<file path="src/rtl/router_pkg.sv">
// Shared types and defaults for the 1x3 router blocks.
package router_pkg;

  localparam int DEF_NUM_PORTS = 3;
  localparam int DEF_ADDR_W    = 2;

  localparam logic [1:0] ADDR_INVALID = 2'b11;

  typedef enum logic [2:0] {
    DECODE_ADDRESS     = 3'd0,
    LOAD_FIRST_DATA    = 3'd1,
    LOAD_DATA          = 3'd2,
    FIFO_FULL_STATE    = 3'd3,
    LOAD_AFTER_FULL    = 3'd4,
    LOAD_PARITY        = 3'd5,
    CHECK_PARITY_ERROR = 3'd6,
    WAIT_TILL_EMPTY    = 3'd7
  } state_t;

endpackage

</file>
<file path="src/rtl/router_fsm.sv">
// Packet-reception controller for the 1x3 router.
// Moore FSM with a latched destination address.
module router_fsm
  import router_pkg::*;
#(
  parameter int NUM_PORTS = DEF_NUM_PORTS,
  parameter int ADDR_W    = DEF_ADDR_W
) (
  input  logic                 clk,
  input  logic                 reset,
  input  logic                 pkt_valid,
  input  logic [ADDR_W-1:0]    data_in,
  input  logic                 fifo_full,
  input  logic [NUM_PORTS-1:0] fifo_empty,
  input  logic [NUM_PORTS-1:0] soft_reset,
  input  logic                 parity_done,
  input  logic                 low_pkt_valid,
  output logic                 detect_add,
  output logic                 lfd_state,
  output logic                 ld_state,
  output logic                 laf_state,
  output logic                 full_state,
  output logic                 write_enb_reg,
  output logic                 rst_int_reg,
  output logic                 busy
);

  localparam logic [ADDR_W:0] NP_W = (ADDR_W+1)'(NUM_PORTS);

  state_t              state_q, state_d;
  logic [ADDR_W-1:0]   addr_q, addr_d;
  logic [NUM_PORTS-1:0] sr_sel, fe_din_sel, fe_addr_sel;
  logic                addr_ok;

  // Shift-based selects keep out-of-range indices harmless.
  assign sr_sel      = soft_reset >> addr_q;
  assign fe_din_sel  = fifo_empty >> data_in;
  assign fe_addr_sel = fifo_empty >> addr_q;
  assign addr_ok     = {1'b0, data_in} < NP_W;

  always_ff @(posedge clk or posedge reset) begin
    if (reset) begin
      state_q <= DECODE_ADDRESS;
      addr_q  <= '0;
    end else begin
      state_q <= state_d;
      addr_q  <= addr_d;
    end
  end

  always_comb begin
    state_d = state_q;
    addr_d  = addr_q;
    case (state_q)
      DECODE_ADDRESS: begin
        if (pkt_valid && addr_ok) begin
          addr_d  = data_in;
          state_d = fe_din_sel[0] ? LOAD_FIRST_DATA
                                  : WAIT_TILL_EMPTY;
        end
      end
      WAIT_TILL_EMPTY:
        if (fe_addr_sel[0]) state_d = LOAD_FIRST_DATA;
      LOAD_FIRST_DATA:
        state_d = LOAD_DATA;
      LOAD_DATA: begin
        if (fifo_full)       state_d = FIFO_FULL_STATE;
        else if (!pkt_valid) state_d = LOAD_PARITY;
      end
      FIFO_FULL_STATE:
        if (!fifo_full) state_d = LOAD_AFTER_FULL;
      LOAD_AFTER_FULL: begin
        if (parity_done)        state_d = DECODE_ADDRESS;
        else if (low_pkt_valid) state_d = LOAD_PARITY;
        else                    state_d = LOAD_DATA;
      end
      LOAD_PARITY:
        state_d = CHECK_PARITY_ERROR;
      CHECK_PARITY_ERROR:
        state_d = fifo_full ? FIFO_FULL_STATE : DECODE_ADDRESS;
      default:
        state_d = DECODE_ADDRESS;
    endcase
    if (state_q != DECODE_ADDRESS && sr_sel[0])
      state_d = DECODE_ADDRESS;
  end

  always_comb begin
    detect_add    = 1'b0;
    lfd_state     = 1'b0;
    ld_state      = 1'b0;
    laf_state     = 1'b0;
    full_state    = 1'b0;
    write_enb_reg = 1'b0;
    rst_int_reg   = 1'b0;
    busy          = 1'b1;
    case (state_q)
      DECODE_ADDRESS: begin
        detect_add = 1'b1;
        busy       = 1'b0;
      end
      LOAD_FIRST_DATA: lfd_state = 1'b1;
      LOAD_DATA: begin
        ld_state      = 1'b1;
        write_enb_reg = 1'b1;
        busy          = 1'b0;
      end
      FIFO_FULL_STATE: full_state = 1'b1;
      LOAD_AFTER_FULL: begin
        laf_state     = 1'b1;
        write_enb_reg = 1'b1;
      end
      LOAD_PARITY:        write_enb_reg = 1'b1;
      CHECK_PARITY_ERROR: rst_int_reg   = 1'b1;
      default: ;
    endcase
  end

endmodule

</file>
<file path="config.mk">
export PLATFORM = sky130hd
export DESIGN_NAME = router_fsm
export DESIGN_NICKNAME = d
export VERILOG_FILES = /design/src/rtl/router_pkg.sv /design/src/rtl/router_fsm.sv
export SDC_FILE = /design/constraint.sdc
export NUM_CORES = 1
export LEC_CHECK = 0
export ABC_AREA = 1
export ABC_CLOCK_PERIOD_IN_PS = 3100
export CAP_MARGIN = 25
export CORE_MARGIN = 3
export CORE_UTILIZATION = 37
export CTS_BUF_LIST = sky130_fd_sc_hd__clkbuf_4 sky130_fd_sc_hd__clkbuf_8
export DETAILED_ROUTE_END_ITERATION = 16
export GPL_TIMING_DRIVEN = 0
export PLACE_DENSITY_LB_ADDON = 0.2
export SETUP_SLACK_MARGIN = 0.1
export SLEW_MARGIN = 20
export SYNTH_ARGS = -nofsm -noshare
export SYNTH_HDL_FRONTEND = slang
export SYNTH_SLANG_ARGS = --single-unit
export TNS_END_PERCENT = 1
</file>
<file path="constraint.sdc">
create_clock -name clk -period 3.1 [get_ports clk]
set_input_delay 0.465 -clock clk [delete_from_list [all_inputs] [get_ports clk]]
set_output_delay 0.465 -clock clk [all_outputs]
set_load 0.02 [all_outputs]
</file>
==> flow_summary.toml, run 1 <==
[status]
status = "finished clean"

[setup_path]
cp_max_fo = 10
crit_type = "reg -> out"
setup.worst_path.end_class = "output pin"
rr_startpoint = "state_q[1]"
start_kind = "flop"
r2r_slack_ns = 1.78
r2r-end = "state_q[2]"
reg2reg_depth = 9
worst_ep_required_time_ns = 2.63
worstPathArrival_ns = 1.69

[cells_and_area]
seq_area_um2 = 125
antennaDiodeCount = 0
area_growth_pct = 48.1
nFillCells = 140
postLayoutCellArea_um2 = 797
layout.nets = 136
multi_input_area_um2 = 330
layout-drive-gt1-share_pct = 14.9

[timing]
fin_crit_sh_pct = 69.5
setup_violations = 0
relSlewSlack_pct = 84.7
worstMarginPinSlew_ns = 0.230
fin_skew_ns = 0.00318
rsz0062_at_grt = "false"
fin_hold_ws_ns = 0.413
max_freq_ghz = 0.464
finalSetupTns_ns = 0
final_hold_viol_count = 0
period_needed_ns = 2.15
final-max-slew-violation-count = 0

[cts]
cts_made_buffers = 3
cts.sinks = 5
clk_latency_ns = 0.24
post_cts_resized = 0
postCtsHoldBufs = 0
cts_tree = "done"
clk_path_buf_depth = 2
htreeDepth = 1
cts_setup_buffers = 0
path_clk_slew_ns = 0.04
cts_root_buf = "clkbuf_4"

[place]
post-dp-hpwl_um = 1050
port_buffers = 21
gp_congestion = 0.855
dpl_cell_area_um2 = 767

[grt]
grt_pass1_wl_um = 2260
grt_antenna_before_repair = 0
grt-ovfl-total = 0
grtUsageTotal_pct = 15.9
grt_pass1_vias = 613
grt_max_degree = 11

[drt]
drt-total-wl_um = 1260
final_antenna_net_count = 0
drtPass1Iterations = 4
vias_per_cell = 4.70
vias = 639
drt_iter0_markers = 12
drc = 0
wl_per_cell_um = 9.27

[synth]
synth_cell_type_count = 17
syn-num-nets = 110
ys_ff_latch = 5
ys_seq_area_share_pct = 23.3
yosys.area.top_type = "dfrtp_1"
synth-async-reset-ratio_pct = 100
synth_most_common_cell = "nand2_1"
yosysWarnings = 0
syn_area_um2 = 538
synth_ff_type = "dfrtp_1"
synthCells = 96
syn_area_per_cell_um2 = 5.60
synth_edf_count = 0
synth_top_area_share_pct = 23.3
synthTopCellsByCount = "nand2_1, inv_1, nor2_1"
ys_top_cells_by_area = "dfrtp_1, nand2_1, inv_1"

[pwr]
peakVddDrop_mv = 0.482
total_leakage_power_uw = 0.000425
powerDensity_nw_per_um2 = 946

[floorplanning]
coreArea_um2 = 1330
die_area_um2 = 1950
rows = 13
die_width_um = 44.1
ios = 22
die_height_um = 44.1
initial_core_util_pct = 40.3

[worst_hold_path]
hold_class = "in -> async"

[run]
cap_viol_max_count = 0
## worst max-delay path by stage
stage                  to  cells past startpoint  startpoint  slack (ns)
2_1_floorplan   lfd_state                      2  state_q[1]        1.64
3_3_place_gp   detect_add                      5  state_q[1]        1.20
3_5_place_dp   detect_add                      5  state_q[1]        1.20
4_1_cts        detect_add                      5  state_q[1]        0.93
5_1_grt        detect_add                      5  state_q[1]        0.83
6_report       detect_add                      5  state_q[1]        0.95
## through the flow
step           instances  setup WS (ns)  utilization [%]  power, uW
3_3_place_gp         132           1.20             57.5        668
5_1_grt              136          0.830             59.8        849
4_1_cts              136          0.926             59.8        765
6_report             136          0.947             59.8        754
2_1_floorplan         96           1.64                -        500
3_5_place_dp         132           1.20             57.5        678
## state kept, by name (all words and copies together) (netlist names)
register / count
state_q: 3
addr_q: 2
## layer usage
metal	GRT usage [%]	up-vias	wire, um
met3	6.50	4	105
met2	28.2	25	635
met4	7.83	0	22
met5	0	-	0
li1	-	345	-
met1	15.8	265	498
## power by group
part           internal, uW  total (uW)  switching [uW]
combinational           223         536             313
sequential             97.5         135            37.7
clock                  57.3        82.3            25.1
total                   378         754             376
## worst max-delay path, stage by stage, from the launching register on
cell and delay, ns:
dfrtp_1 0.36, buf_6 0.14, nor2_2 0.13, nand2_2 0.12, inv_1 0.09, clkdlybuf4s50_1 0.60
## placed cells by master (no fill, tap or decap)
cell and n:
nor2_1 14, o21ai_0 3, nand2_2 4, inv_2 4, dfrtp_1 5, nand2_1 26
clkinv_1 1, nand4_1 2, nand3_1 8, a21oi_1 3, nor2_2 3, nor3_1 4
inv_1 14, clkbuf_4 4, or2_1 1, nand3b_1 1, nand3_2 2, clkdlybuf4s50_1 21
buf_6 1
## final cells by class
cell class | instances | area share, %
Clock buffer | 4 | 3.77
Timing Repair Buffer | 21 | 26.4
Tap cell | 15 | 2.35
Multi-Input combinational cell | 71 | 41.4
Buffer | 1 | 1.41
Sequential cell | 5 | 15.7
Inverter | 19 | 8.95
## cell families after synthesis
family / count (synthesis) / share of synthesized area, %
simple gates: 65 / 55.8
buf+inv: 20 / 15.3
compound gates: 6 / 5.58
flops: 5 / 23.3
Power figures use the tool's default switching activity.
==> inputs of run 2 (changes only) <==
--- a/config.mk
+++ b/config.mk
@@ -6,7 +6,7 @@
 export NUM_CORES = 1
 export LEC_CHECK = 0
 export ABC_AREA = 1
-export ABC_CLOCK_PERIOD_IN_PS = 3100
+export ABC_CLOCK_PERIOD_IN_PS = 1800
 export CAP_MARGIN = 25
 export CORE_MARGIN = 3
 export CORE_UTILIZATION = 37
==> constraint.sdc (replaced) <==
create_clock -name clk -period 1.8 [get_ports clk]
set_input_delay 0.27 -clock clk [delete_from_list [all_inputs] [get_ports clk]]
set_output_delay 0.27 -clock clk [all_outputs]
set_load 0.02 [all_outputs]
==> flow_summary.toml, run 2 (synthesized netlist as in run 1, its figures left out) <==
[setup_path]
rr_startpoint = "state_q[1]"
cp_max_fo = 10
start_kind = "flop"
crit_type = "reg -> out"
worst_ep_required_time_ns = 1.53
r2r_slack_ns = 0.42
worstPathArrival_ns = 1.38
reg2reg_depth = 10
r2r-end = "state_q[2]"
setup.worst_path.end_class = "output pin"

[pwr]
switching_power_uw = 652
p_sw_share_pct = 51.2
powerDensity_nw_per_um2 = 1590
clkPwrFrac_pct = 11.1
power_frac_seq_pct = 18.3
combPwrFrac_pct = 70.6
peakVddDrop_mv = 0.830
p_int_uw = 621
total_leakage_power_uw = 0.000458

[cts]
clk_latency_ns = 0.24
path_clk_slew_ns = 0.04
clk_path_buf_depth = 2
cts_root_buf = "clkbuf_4"
cts.sinks = 5
htreeDepth = 1
cts_made_buffers = 3
cts_tree = "done"

[timing]
worstMarginPinSlew_ns = 0.229
max_freq_ghz = 0.606
fin_skew_ns = 0.00318
fin_ws_ns = 0.150
rsz0062_at_grt = "true"
final_hold_viol_count = 0
finalSetupTns_ns = 0
final-max-slew-violation-count = 0
fin_hold_ws_ns = 0.218
period_needed_ns = 1.65
setup_violations = 0
fin_crit_sh_pct = 91.7
relSlewSlack_pct = 84.7

[drt]
drt-total-wl_um = 1270
drtPass1Iterations = 4
drc = 0
vias = 645
drt_iter0_markers = 12
wl_per_cell_um = 9.19
final_antenna_net_count = 0
vias_per_cell = 4.67

[worst_hold_path]
hold_class = "in -> async"

[cells_and_area]
layout-drive-gt1-share_pct = 17.1
mostFrequentLayoutCell = "nand2_1"
nFillCells = 144
utilization_pct = 59.9
final_cell_mix = "nand2_1, inv_1, nor2_1"
fin_cells = 138
layout.nets = 138
regMostFlops = "state_q"
antennaDiodeCount = 0
area_growth_pct = 48.6
largest_register_ffs = 3
reg_top3 = "state_q (3), addr_q (2)"

[grt]
grt-ovfl-total = 0
grt_pass1_wl_um = 2260
grt_antenna_before_repair = 0
grtUsageTotal_pct = 15.9
grt_max_degree = 11
grt_pass1_vias = 613

[place]
post-dp-hpwl_um = 1050
port_buffers = 21
pre_cts_ws_ns = 0.0969
placedCellCount = 132
gp_congestion = 0.855

[floorplanning]
rows = 13
die_width_um = 44.1
die_area_um2 = 1950
die_height_um = 44.1
initial_core_util_pct = 40.3
coreArea_um2 = 1330
ios = 22

[status]
status = "finished clean"

[run]
cap_viol_max_count = 0
-- run 2: how the worst max path moves through the flow --
stage / from / endpoint / cells past startpoint
5_1_grt: state_q[1] / detect_add / 5
4_1_cts: state_q[1] / busy / 6
2_1_floorplan: state_q[0] / state_q[0] / 9
3_5_place_dp: state_q[1] / detect_add / 5
3_3_place_gp: state_q[1] / detect_add / 5
6_report: state_q[1] / detect_add / 5
-- run 2: area by class of cell --
| type | count | area (um2) | area share, % |
|---|---|---|---|
| repair buffers | 23 | 213 | 26.6 |
| clock buffers | 4 | 30.0 | 3.76 |
| multi-input cells | 71 | 330 | 41.3 |
| plain buffers | 1 | 11.3 | 1.41 |
| flip-flops and latches | 5 | 125 | 15.6 |
| inverters | 19 | 71.3 | 8.92 |
| well taps | 15 | 18.8 | 2.35 |
-- run 2: routing by layer --
layer	GRT usage (%)	vias to the layer above	routed length, um
met3	6.50	4	122
met4	7.83	0	22
li1	-	349	-
met2	28.2	27	624
met5	0	-	0
met1	15.8	265	499
-- run 2: what timing repair did --
item,4_1_cts,5_1_grt
hold buffers,0,0
pin swaps,0,1
gates resized for setup,9,2
hold endpoints to repair,0,0
buffers inserted,0,2
setup endpoints to repair,8,6
-- run 2: power groups by stage --
stage               sequential [uW]  clock, uW  combinational (uW)
finish                          233        142                 898
global route                    243        157                1030
CTS                             233        148                 876
detailed placement              235          0                 934
global placement                232          0                 919
floorplan                       220          0                 640
-- run 2: critical path, cell delays in order, from the launching register on --
cell	delay (ns)
dfrtp_1	0.36
buf_6	0.14
nor2_2	0.13
nand2_2	0.12
inv_1	0.09
clkdlybuf4s15_1	0.30
-- run 2: metrics by stage --
| step | cell area, um2 | total power, uW |
|---|---|---|
| 6_report | 800 | 1270 |
| 3_5_place_dp | 767 | 1170 |
| 2_1_floorplan | 538 | 861 |
| 5_1_grt | 800 | 1430 |
| 4_1_cts | 788 | 1260 |
| 3_3_place_gp | 767 | 1150 |
==> inputs of run 3 (changes only) <==
--- a/config.mk
+++ b/config.mk
@@ -15,7 +15,6 @@
 export GPL_TIMING_DRIVEN = 0
 export PLACE_DENSITY_LB_ADDON = 0.2
 export SETUP_SLACK_MARGIN = 0.1
-export SLEW_MARGIN = 20
 export SYNTH_ARGS = -nofsm -noshare
 export SYNTH_HDL_FRONTEND = slang
 export SYNTH_SLANG_ARGS = --single-unit
==> results of run 3 <==
Same layout as run 2: the final DEF is identical, and so are final timing and power.
